### src/rtl/ascensor_control.sv
// ascensor_control -- elevator car-motion controller (collective / SCAN policy)
//
// Sits directly downstream of the per-floor request registers. It reads their
// pending flags, picks the travel direction, times floor-to-floor travel and
// door dwell, and pulses a per-floor "serviced" clear back to the registers.
//
// Optional feature macro: ASCENSOR_SSEG_EN
//   defined   -> adds the sseg port, a registered 7-segment decode of the floor
//   undefined -> no sseg port and no decoder logic
//
// Ports:
//   clk             in   system clock (100 MHz)
//   reset           in   asynchronous, active-low reset
//   pending         in   [NUM_FLOORS] outstanding request per floor (level)
//   serviced        out  [NUM_FLOORS] one-clk pulse on the floor whose door opens
//   piso_actual     out  [FLOOR_W] current floor index
//   estado_ascensor out  1 = moving, 0 = stopped
//   dir_up          out  1 = current or last direction is up
//   puerta_abierta  out  door open
//   sseg            out  [7] active-low segments, bit 6 = a ... bit 0 = g,
//                        so "0" reads 7'b0000001 (only with ASCENSOR_SSEG_EN)

module ascensor_control #(
    parameter int NUM_FLOORS   = 4,
    parameter int FLOOR_W      = 2,
    parameter int TICK_DIV     = 50_000_000,
    parameter int TRAVEL_TICKS = 4,
    parameter int DOOR_TICKS   = 6
) (
    input  logic                  clk,
    input  logic                  reset,
    input  logic [NUM_FLOORS-1:0] pending,
    output logic [NUM_FLOORS-1:0] serviced,
    output logic [FLOOR_W-1:0]    piso_actual,
    output logic                  estado_ascensor,
    output logic                  dir_up,
    output logic                  puerta_abierta
`ifdef ASCENSOR_SSEG_EN
    ,
    output logic [6:0]            sseg
`endif
);

    localparam int PRE_W  = (TICK_DIV > 1) ? $clog2(TICK_DIV) : 1;
    localparam int TRV_W  = $clog2(TRAVEL_TICKS + 1);
    localparam int DOOR_W = $clog2(DOOR_TICKS + 1);

    localparam logic [PRE_W-1:0]   PRE_LAST  = PRE_W'(TICK_DIV - 1);
    localparam logic [TRV_W-1:0]   TRV_LAST  = TRV_W'(TRAVEL_TICKS - 1);
    localparam logic [DOOR_W-1:0]  DOOR_LAST = DOOR_W'(DOOR_TICKS - 1);
    localparam logic [FLOOR_W-1:0] TOP_FLOOR = FLOOR_W'(NUM_FLOORS - 1);

    typedef enum logic [2:0] {
        S_IDLE,
        S_UP,
        S_DOWN,
        S_ARRIVE,
        S_DOOR
    } state_t;

    state_t               state, state_nx;
    logic [PRE_W-1:0]     prescaler;
    logic                 tick;
    logic [TRV_W-1:0]     travel_cnt, travel_nx;
    logic [DOOR_W-1:0]    door_cnt, door_nx;
    logic [FLOOR_W-1:0]   piso_nx;
    logic                 dir_nx;
    logic [NUM_FLOORS-1:0] serviced_nx;
    logic                 above, below, here;
    logic                 here_q;
    logic                 go_up, go_down;

    function automatic logic [NUM_FLOORS-1:0] floor_onehot(input logic [FLOOR_W-1:0] f);
        logic [NUM_FLOORS-1:0] v;
        v = '0;
        for (int i = 0; i < NUM_FLOORS; i++) begin
            if (i == int'(f)) v[i] = 1'b1;
        end
        return v;
    endfunction

    // Free-running prescaler; tick is a single-cycle enable, not a clock.
    always_ff @(posedge clk or negedge reset) begin
        if (!reset) begin
            prescaler <= '0;
        end else if (tick) begin
            prescaler <= '0;
        end else begin
            prescaler <= prescaler + PRE_W'(1);
        end
    end

    assign tick = (prescaler == PRE_LAST);

    always_comb begin
        above = 1'b0;
        below = 1'b0;
        here  = 1'b0;
        for (int i = 0; i < NUM_FLOORS; i++) begin
            if (pending[i]) begin
                if (i > int'(piso_actual)) above = 1'b1;
                if (i < int'(piso_actual)) below = 1'b1;
                if (i == int'(piso_actual)) here = 1'b1;
            end
        end
    end

    // Keep the current direction while it still has work; otherwise turn.
    // The same rule covers idle start, arrival and leaving the door.
    assign go_up   = above && (dir_up || !below);
    assign go_down = below && !go_up;

    always_comb begin
        state_nx    = state;
        piso_nx     = piso_actual;
        dir_nx      = dir_up;
        travel_nx   = travel_cnt;
        door_nx     = door_cnt;
        serviced_nx = '0;
        unique case (state)
            S_IDLE, S_ARRIVE: begin
                if (here) begin
                    state_nx    = S_DOOR;
                    serviced_nx = floor_onehot(piso_actual);
                    door_nx     = '0;
                end else if (go_up) begin
                    state_nx  = S_UP;
                    dir_nx    = 1'b1;
                    travel_nx = '0;
                end else if (go_down) begin
                    state_nx  = S_DOWN;
                    dir_nx    = 1'b0;
                    travel_nx = '0;
                end else begin
                    state_nx = S_IDLE;
                end
            end
            // A hop always completes, whatever pending does meanwhile.
            S_UP: begin
                if (tick) begin
                    if (travel_cnt == TRV_LAST) begin
                        travel_nx = '0;
                        state_nx  = S_ARRIVE;
                        if (piso_actual != TOP_FLOOR) piso_nx = piso_actual + FLOOR_W'(1);
                    end else begin
                        travel_nx = travel_cnt + TRV_W'(1);
                    end
                end
            end
            S_DOWN: begin
                if (tick) begin
                    if (travel_cnt == TRV_LAST) begin
                        travel_nx = '0;
                        state_nx  = S_ARRIVE;
                        if (piso_actual != '0) piso_nx = piso_actual - FLOOR_W'(1);
                    end else begin
                        travel_nx = travel_cnt + TRV_W'(1);
                    end
                end
            end
            // Only a fresh rising edge of the local request re-opens the door;
            // the level that brought us here is still high for a cycle or two
            // until the request register sees the serviced pulse.
            S_DOOR: begin
                if (here && !here_q) begin
                    serviced_nx = floor_onehot(piso_actual);
                    door_nx     = '0;
                end else if (tick) begin
                    if (door_cnt == DOOR_LAST) begin
                        door_nx  = '0;
                        state_nx = S_IDLE;
                    end else begin
                        door_nx = door_cnt + DOOR_W'(1);
                    end
                end
            end
            default: state_nx = S_IDLE;
        endcase
    end

    always_ff @(posedge clk or negedge reset) begin
        if (!reset) begin
            state       <= S_IDLE;
            piso_actual <= '0;
            dir_up      <= 1'b1;
            serviced    <= '0;
            travel_cnt  <= '0;
            door_cnt    <= '0;
            here_q      <= 1'b0;
        end else begin
            state       <= state_nx;
            piso_actual <= piso_nx;
            dir_up      <= dir_nx;
            serviced    <= serviced_nx;
            travel_cnt  <= travel_nx;
            door_cnt    <= door_nx;
            here_q      <= here;
        end
    end

    // ARRIVE still counts as moving, so the two flags never overlap.
    assign estado_ascensor = (state == S_UP) || (state == S_DOWN) || (state == S_ARRIVE);
    assign puerta_abierta  = (state == S_DOOR);

`ifdef ASCENSOR_SSEG_EN
    function automatic logic [6:0] seg_decode(input logic [3:0] d);
        logic [6:0] s;
        unique case (d)
            4'h0: s = 7'b0000001;
            4'h1: s = 7'b1001111;
            4'h2: s = 7'b0010010;
            4'h3: s = 7'b0000110;
            4'h4: s = 7'b1001100;
            4'h5: s = 7'b0100100;
            4'h6: s = 7'b0100000;
            4'h7: s = 7'b0001111;
            4'h8: s = 7'b0000000;
            4'h9: s = 7'b0000100;
            4'hA: s = 7'b0001000;
            4'hB: s = 7'b1100000;
            4'hC: s = 7'b0110001;
            4'hD: s = 7'b1000010;
            4'hE: s = 7'b0110000;
            default: s = 7'b0111000;
        endcase
        return s;
    endfunction

    always_ff @(posedge clk or negedge reset) begin
        if (!reset) begin
            sseg <= 7'b0000001;
        end else begin
            sseg <= seg_decode(4'(piso_actual));
        end
    end
`endif

endmodule
### config.mk
export PLATFORM = sky130hd
export DESIGN_NAME = ascensor_control
export DESIGN_NICKNAME = d
export VERILOG_FILES = /design/src/rtl/ascensor_control.sv
export SDC_FILE = /design/constraint.sdc
export NUM_CORES = 1
export LEC_CHECK = 0
export CAP_MARGIN = 10
export CORE_ASPECT_RATIO = 1.25
export CORE_MARGIN = 2
export CORE_UTILIZATION = 37
export CTS_CLUSTER_DIAMETER = 60
export CTS_CLUSTER_SIZE = 40
export DETAILED_ROUTE_END_ITERATION = 10
export REMOVE_ABC_BUFFERS = 1
export SLEW_MARGIN = 5
export SYNTH_ARGS = -nofsm -noshare
export SYNTH_HDL_FRONTEND = slang
export SYNTH_SLANG_ARGS = --single-unit
### constraint.sdc
create_clock -name clk -period 4.5 [get_ports clk]
set_input_delay 0.9 -clock clk [delete_from_list [all_inputs] [get_ports clk]]
set_output_delay 0.9 -clock clk [all_outputs]
set_load 0.03 [all_outputs]
==> out/summary.md, run 1 <==
## CTS
- # H-tree levels: 2
- hold buffers post-CTS: 0
- number of buffers on the longest clock path: 2
- clk_lat worst skew: 0.30 ns
- clock tree from TritonCTS: done
- post-cts gate resize count: 0
- clock-pin slew of the registers on the worst-case setup and hold paths: 0.08 ns
- CTS sink cnt: 43
- cell at the root of the clock tree: sky130_fd_sc_hd__clkbuf_8
- number of buffers added by the clock tree synthesis step: 5
- postcts setup bufs: 0

## Final layout
- ant diodes: 0
- area growth from synthesis to layout: 13.13%
- number of fill cells: 619
- post-layout net count: 251
- layout cell share with drive strength beyond 1: 0.09205

## Synth
- leading cell types by total area after synthesis: sky130_fd_sc_hd__dfrtp_1, sky130_fd_sc_hd__xor2_1, sky130_fd_sc_hd__xnor2_1
- share of synthesized area occupied by flip-flops and latches: 0.4710
- gate count after technology mapping: 222
- flop and latch count out of synthesis: 43
- Yosys warning count: 0
- ys flop type: sky130_fd_sc_hd__dfrtp_1
- largest area contributor in the synthesized netlist: sky130_fd_sc_hd__dfrtp_1
- Syn Std Cell Area: 2287 um2
- post-synth top area share: 0.4595
- count of distinct cell types in the synthesized netlist: 49
- EDFF count, synth: 0
- Async S/R FF share, synth: 1.000
- Avg Cell Area, Syn: 10.30 um2

## Die
- die width: 74.32 um
- area of the core: 6086 um2
- Initial Util: 0.3758
- height of the chip: 91.91 um
- number of top-level design ports: 15
- Die Footprint: 6830 um2
- number of placement rows: 32

## STA
- slew at the pin closest to its max-slew limit: 0.9557 ns
- Max Clock Freq: 340.3 MHz
- Setup Total Neg Slack: 0 ns
- crit share post-route: 0.6530
- clock period minus final worst setup slack: 2.938 ns
- Hold Worst Slack: 0.4923 ns
- final number of setup-violating endpoints: 0
- largest clock skew in the final design: 0.008855 ns
- final hold violation count: 0
- final number of max-transition violations: 0
- unrepaired setup endpoints after global routing: no
- Relative slew margins: 0.3628

## Critical path
- cells along the critical path: or3b_1 -> inv_1 -> clkdlybuf4s50_1
- Crit Path Max Fanout: 10
- nature of the critical path startpoint: flip-flop
- critical path data arrival time: 2.04 ns
- critical-path cell with the highest stage delay: sky130_fd_sc_hd__clkdlybuf4s50_1
- Worst Setup End Kind: output pin
- kind of cell with the highest combined delay on the critical path: buffers and inverters
- cell count along the critical path: 3
- data required time at the worst endpoint: 3.60 ns
- highest cell delay on the worst timing path: 0.66 ns
- path depth of the worst reg2reg path: 7
- Setup Crit Path Kind: flip-flop to output pin
- worst path buffer plus inverter count: 2

## Detailed routing
- Detailed Routing Iterations Pass 1: 4
- initial DRC count: 103
- detailed-route DRC error count: 0
- remaining antenna violation count after routing: 0
- via/cell ratio: 5.037
- wire per inst: 13.34 um
- total routed wirelength: 4.321 mm
- via count of the routed design: 1632

## Pwr
- power density cells: 306.3 nW/um2
- Leak: 1.156 nW
- Worst IR Drop VDD: 0.0001767 V

## Global routing
- number of global-route vias before repair: 1600
- GRT overflow: 0
- global-route wire length before repair: 7.562 mm
- initial antenna violation count: 0
- largest net degree at the start of global routing: 44
- GRT Overall Usage: 0.1425

## Min path
- worst min-delay path category: flip-flop to flip-flop
- hold path depth: 1

## Status
- run status: completed

## Job
- max_cap viols: 0

## Place
- HPWL Detailed: 3.078 mm
- IO buf count: 14
- placer's final routability congestion estimate: 0.7504

cells in the mapped netlist (2+ instances only):
cell	instances
sky130_fd_sc_hd__a21oi_1	4
sky130_fd_sc_hd__a22o_1	2
sky130_fd_sc_hd__a22oi_1	3
sky130_fd_sc_hd__a31oi_1	3
sky130_fd_sc_hd__and2_1	6
sky130_fd_sc_hd__and3_1	4
sky130_fd_sc_hd__and4_1	3
sky130_fd_sc_hd__buf_2	2
sky130_fd_sc_hd__clkbuf_1	2
sky130_fd_sc_hd__dfrtp_1	42
sky130_fd_sc_hd__ha_1	7
sky130_fd_sc_hd__inv_1	11
sky130_fd_sc_hd__mux2_2	2
sky130_fd_sc_hd__mux2i_1	2
sky130_fd_sc_hd__nand2_1	8
sky130_fd_sc_hd__nand3_1	13
sky130_fd_sc_hd__nand4_1	7
sky130_fd_sc_hd__nand4b_1	2
sky130_fd_sc_hd__nor2_1	27
sky130_fd_sc_hd__nor2b_1	5
sky130_fd_sc_hd__nor3_1	7
sky130_fd_sc_hd__o211ai_1	2
sky130_fd_sc_hd__o21ai_0	4
sky130_fd_sc_hd__o311ai_0	2
sky130_fd_sc_hd__o41ai_1	2
sky130_fd_sc_hd__or3b_1	2
sky130_fd_sc_hd__xnor2_1	12
sky130_fd_sc_hd__xor2_1	15
cell usage in the layout, fill, tap and decap left out, types with 5 or more instances in the layout:
| cell type | n |
|---|---|
| sky130_fd_sc_hd__nand2_1 | 8 |
| sky130_fd_sc_hd__nand4_1 | 7 |
| sky130_fd_sc_hd__clkbuf_8 | 5 |
| sky130_fd_sc_hd__clkdlybuf4s50_1 | 13 |
| sky130_fd_sc_hd__xnor2_1 | 12 |
| sky130_fd_sc_hd__nor3_1 | 7 |
| sky130_fd_sc_hd__nor2b_1 | 5 |
| sky130_fd_sc_hd__nor2_1 | 27 |
| sky130_fd_sc_hd__inv_1 | 11 |
| sky130_fd_sc_hd__nand3_1 | 13 |
| sky130_fd_sc_hd__xor2_1 | 15 |
| sky130_fd_sc_hd__and2_1 | 6 |
| sky130_fd_sc_hd__ha_1 | 7 |
| sky130_fd_sc_hd__dfrtp_1 | 42 |
worst reg2reg max path: cells and delay by family (launching register included):
family / cells / cell delay (ns)
compound gates: 3 / 0.71
flops: 1 / 0.45
mux: 1 / 0.37
simple gates: 1 / 0.35
fa+ha+maj: 1 / 0.24
buf+inv: 1 / 0.12
report_power, final:
part           switching, mW  total, mW  internal (mW)
Sequential            0.0194      0.424          0.404
Combinational         0.0805      0.132         0.0512
Clock                  0.131      0.237          0.106
logic make-up (layout without fill, tap and decap cells):
logic type	Yosys count	after routing	synth area share
adder cells (fa/ha/maj)	7	7	0.03829
flip-flops	43	43	0.4710
buffers and inverters	16	33	0.02900
XOR/XNOR	27	27	0.1034
AND/OR/NAND/NOR	96	96	0.2473
AO/OA/AOI/OAI	29	29	0.09246
multiplexers	4	4	0.01860
state kept, by name, summed over array words and instances, names as in the netlist:
signal and flops:
dir_up 1, door_cnt 3, prescaler 26, here_q 1
piso_actual 2, travel_cnt 3, state 3, serviced 4
per-layer routing:
metal  global-route usage  routed length, um
met1               0.1898               2032
met2               0.2210               2123
met3              0.03626                116
met4              0.05357                 49
met5                    0                  0
metrics by stage:
step	utilization	power (mW)	area [um2]	cells	setup slack (ns)
floorplan	-	0.5116	2262	217	2.189
global placement	0.4114	0.5634	2504	316	1.580
detailed placement	0.4114	0.5629	2504	316	1.521
CTS	0.4252	0.8018	2587	324	1.552
global route	0.4252	0.8347	2587	324	1.484
finish	0.4252	0.7926	2587	324	1.562
worst paths after layout:
check | start | to | slack (ns)
max | state[2] | puerta_abierta | 1.56
min | prescaler[6] | prescaler[6] | 0.49
max reg2reg | piso_actual[0] | travel_cnt[1] | 2.16
min reg2reg | prescaler[6] | prescaler[6] | 0.49
max in group asynchronous | reset | prescaler[20] | 3.16
min in group asynchronous | reset | prescaler[9] | 0.75
final cells by class:
| class | instances | area (um2) | area share |
|---|---|---|---|
| clock buffers | 5 | 68.82 | 0.02660 |
| clock inverters | 3 | 15.01 | 0.005803 |
| inverters | 11 | 41.29 | 0.01596 |
| multi-input cells | 163 | 1144 | 0.4420 |
| flip-flops and latches | 43 | 1077 | 0.4163 |
| well taps | 85 | 106.4 | 0.04110 |
| repair buffers | 14 | 135.1 | 0.05222 |
Note: power is estimated with default switching activity, not from simulation.
==> inputs of run 2 (changes only) <==
==> constraint.sdc (replaced) <==
create_clock -name clk -period 2.8 [get_ports clk]
set_input_delay 0.56 -clock clk [delete_from_list [all_inputs] [get_ports clk]]
set_output_delay 0.56 -clock clk [all_outputs]
set_load 0.03 [all_outputs]
==> run 2 against run 1 <==
  * Clock power up 110%
  * Clock-buffer cell count up 1
  * Via count up 0.80%
  * Largest cell class unchanged
  * Clock skew down 0.0024 ns
  * Final cell count up 0.31%
  * Global-route usage up 0.058 points
  * Hold slack worse by 0.089 ns
  * Sequential power up 61%
==> out/summary.md, run 2 (same netlist as run 1, synthesis figures left out) <==
## Status
- run status: completed

## Job
- max_cap viols: 0, unchanged

## Die
- height of the chip: 91.91 um, unchanged
- die width: 74.32 um, unchanged
- Initial Util: 0.3758, unchanged
- area of the core: 6086 um2, unchanged
- number of top-level design ports: 15, unchanged
- Die Footprint: 6830 um2, unchanged
- number of placement rows: 32, unchanged

## Critical path
- kind of cell with the highest combined delay on the critical path: buffers and inverters
- critical-path cell with the highest stage delay: sky130_fd_sc_hd__clkdlybuf4s50_1
- nature of the critical path startpoint: flip-flop
- Crit Path Max Fanout: 10, unchanged
- critical path data arrival time: 2.03 ns, about the same
- cells along the critical path: or3b_1 -> inv_1 -> clkdlybuf4s50_1
- data required time at the worst endpoint: 2.24 ns, -1.36 ns
- highest cell delay on the worst timing path: 0.66 ns, about the same
- worst path buffer plus inverter count: 2, unchanged
- Worst Setup End Kind: output pin
- Setup Crit Path Kind: flip-flop to output pin

## Final layout
- number of flip-flops under the largest register name: 26, unchanged
- total area of multi-input combinational cells: 1144 um2, unchanged
- area growth from synthesis to layout: 14.93%
- most frequent standard cell in the layout excluding fill and tap cells: sky130_fd_sc_hd__dfrtp_1
- largest registers ranked by flip-flop count: prescaler: 26 flops, serviced: 4 flops
- post-layout net count: 252, +0.40%
- layout cell share with drive strength beyond 1: 0.09583, +0.003783
- FF/Latch Area: 1077 um2, unchanged
- most used cells in the layout excluding fill and tap cells: sky130_fd_sc_hd__dfrtp_1, sky130_fd_sc_hd__nor2_1, sky130_fd_sc_hd__xor2_1
- fin area: 2629 um2, +1.6%
- final core utilization: 0.4319, +0.006785
- number of fill cells: 608, -1.8%
- ant diodes: 0, unchanged
- register with the most flip-flops: prescaler

## Global routing
- number of global-route vias before repair: 1607, +0.44%
- GRT overflow: 0, unchanged
- largest net degree at the start of global routing: 44, unchanged
- global-route wire length before repair: 7.562 mm, unchanged
- initial antenna violation count: 0, unchanged
- GRT Overall Usage: 0.1430, +0.0005753

## Pwr
- Worst IR Drop VDD: 0.0003178 V, +80%
- power density cells: 533.1 nW/um2, +74%
- Leak: 1.174 nW, +1.6%

## CTS
- number of buffers added by the clock tree synthesis step: 5, unchanged
- CTS sink cnt: 43, unchanged
- cell at the root of the clock tree: sky130_fd_sc_hd__clkbuf_8
- post-cts gate resize count: 0, unchanged
- number of buffers on the longest clock path: 2, unchanged
- clock tree from TritonCTS: done
- hold buffers post-CTS: 0, unchanged
- clock-pin slew of the registers on the worst-case setup and hold paths: 0.08 ns, about the same
- clk_lat worst skew: 0.29 ns, about the same
- postcts setup bufs: 0, unchanged
- # H-tree levels: 2, unchanged

## Detailed routing
- via count of the routed design: 1645, +0.80%
- total routed wirelength: 4.348 mm, +0.62%
- Detailed Routing Iterations Pass 1: 4, unchanged
- initial DRC count: 107, +3.9%
- via/cell ratio: 5.062, +0.49%
- detailed-route DRC error count: 0, unchanged
- wire per inst: 13.38 um, +0.32%
- remaining antenna violation count after routing: 0, unchanged

## STA
- setup ws final: 0.2065 ns, -1.355 ns
- largest clock skew in the final design: 0.006420 ns, -0.002434 ns
- clock period minus final worst setup slack: 2.594 ns
- slew at the pin closest to its max-slew limit: 0.9425 ns, -0.01327 ns
- final hold violation count: 0, unchanged
- Setup Total Neg Slack: 0 ns, unchanged
- Max Clock Freq: 385.6 MHz
- crit share post-route: 0.9263
- final number of setup-violating endpoints: 0, unchanged
- unrepaired setup endpoints after global routing: no
- Relative slew margins: 0.3717, +0.008849
- final number of max-transition violations: 0, unchanged

## Place
- Post-Place Cell Area: 2511 um2, +0.30%
- placer's final routability congestion estimate: 0.7385, -1.6%
- IO buf count: 14, unchanged
- pre-CTS worst setup slack: 0.1137 ns, -1.407 ns
- HPWL Detailed: 3.070 mm, -0.26%

## Min path
- worst min-delay path category: input port to async pin

-- run 2: cell types whose count changed in the layout (fill, tap and decap cells not counted), sizes merged --
| cell | before | now |
|---|---|---|
| clkinv | 3 | 1 |
| buf | 1 | 2 |
| bufinv | 0 | 1 |
| clkbuf | 5 | 6 |
-- run 2: cell type report --
cell class / instances / share of cell area
clock inverters: 2 / 0.01333
inverters: 11 / 0.01571
flip-flops and latches: 43 / 0.4098
multi-input cells: 163 / 0.4350
well taps: 85 / 0.04046
clock buffers: 6 / 0.03141
repair buffers: 15 / 0.05426
-- run 2: through the flow --
stage | hold WS, ns | total power, mW | std cells
2_1_floorplan | 0.2644 | 0.8222 | 217
3_3_place_gp | 0.4734 | 0.9157 | 317
3_5_place_dp | 0.4869 | 0.9135 | 317
4_1_cts | 0.4444 | 1.420 | 325
5_1_grt | 0.4973 | 1.477 | 325
6_report | 0.4032 | 1.401 | 325
-- run 2: path summary, 6_finish.rpt --
path	start	endpoint	slack, ns	cells past startpoint
min in group clk	prescaler[6]	prescaler[6]	0.49	1
hold / removal	reset	prescaler[2]	0.40	1
setup reg to reg	piso_actual[0]	travel_cnt[0]	0.42	7
hold reg to reg	prescaler[6]	prescaler[6]	0.49	1
max in group asynchronous	reset	piso_actual[0]	1.80	1
setup / recovery	state[2]	puerta_abierta	0.21	3
-- run 2: worst reg2reg max path: cells and delay by family (launching register included) --
family / cells / cell delay, ns
and+or+nand+nor: 1 / 0.35
DFF: 1 / 0.45
muxes: 1 / 0.37
AOI/OAI and AO/OA: 3 / 0.74
buffers and inverters: 1 / 0.12
adders and majority gates: 1 / 0.24
-- run 2: power breakdown --
part	switching (mW)	internal [mW]	total, mW
combinational	0.130	0.0901	0.220
sequential	0.0327	0.650	0.682
clock	0.210	0.289	0.499
-- run 2: per-layer routing --
| metal | GRT usage | vias up | wire [um] |
|---|---|---|---|
| li1 | - | 827 | - |
| met1 | 0.1875 | 796 | 2071 |
| met2 | 0.2262 | 16 | 2120 |
| met3 | 0.02637 | 6 | 102 |
| met4 | 0.06548 | 0 | 53 |
| met5 | 0 | - | 0 |
==> inputs of run 3 (changes only) <==
--- a/config.mk
+++ b/config.mk
@@ -10,7 +10,7 @@
 export CORE_MARGIN = 2
 export CORE_UTILIZATION = 37
 export CTS_CLUSTER_DIAMETER = 60
-export CTS_CLUSTER_SIZE = 40
+export CTS_CLUSTER_SIZE = 20
 export DETAILED_ROUTE_END_ITERATION = 10
 export REMOVE_ABC_BUFFERS = 1
 export SLEW_MARGIN = 5
==> results of run 3 <==
The final DEF is identical to that of run 2; final timing and power are the same.
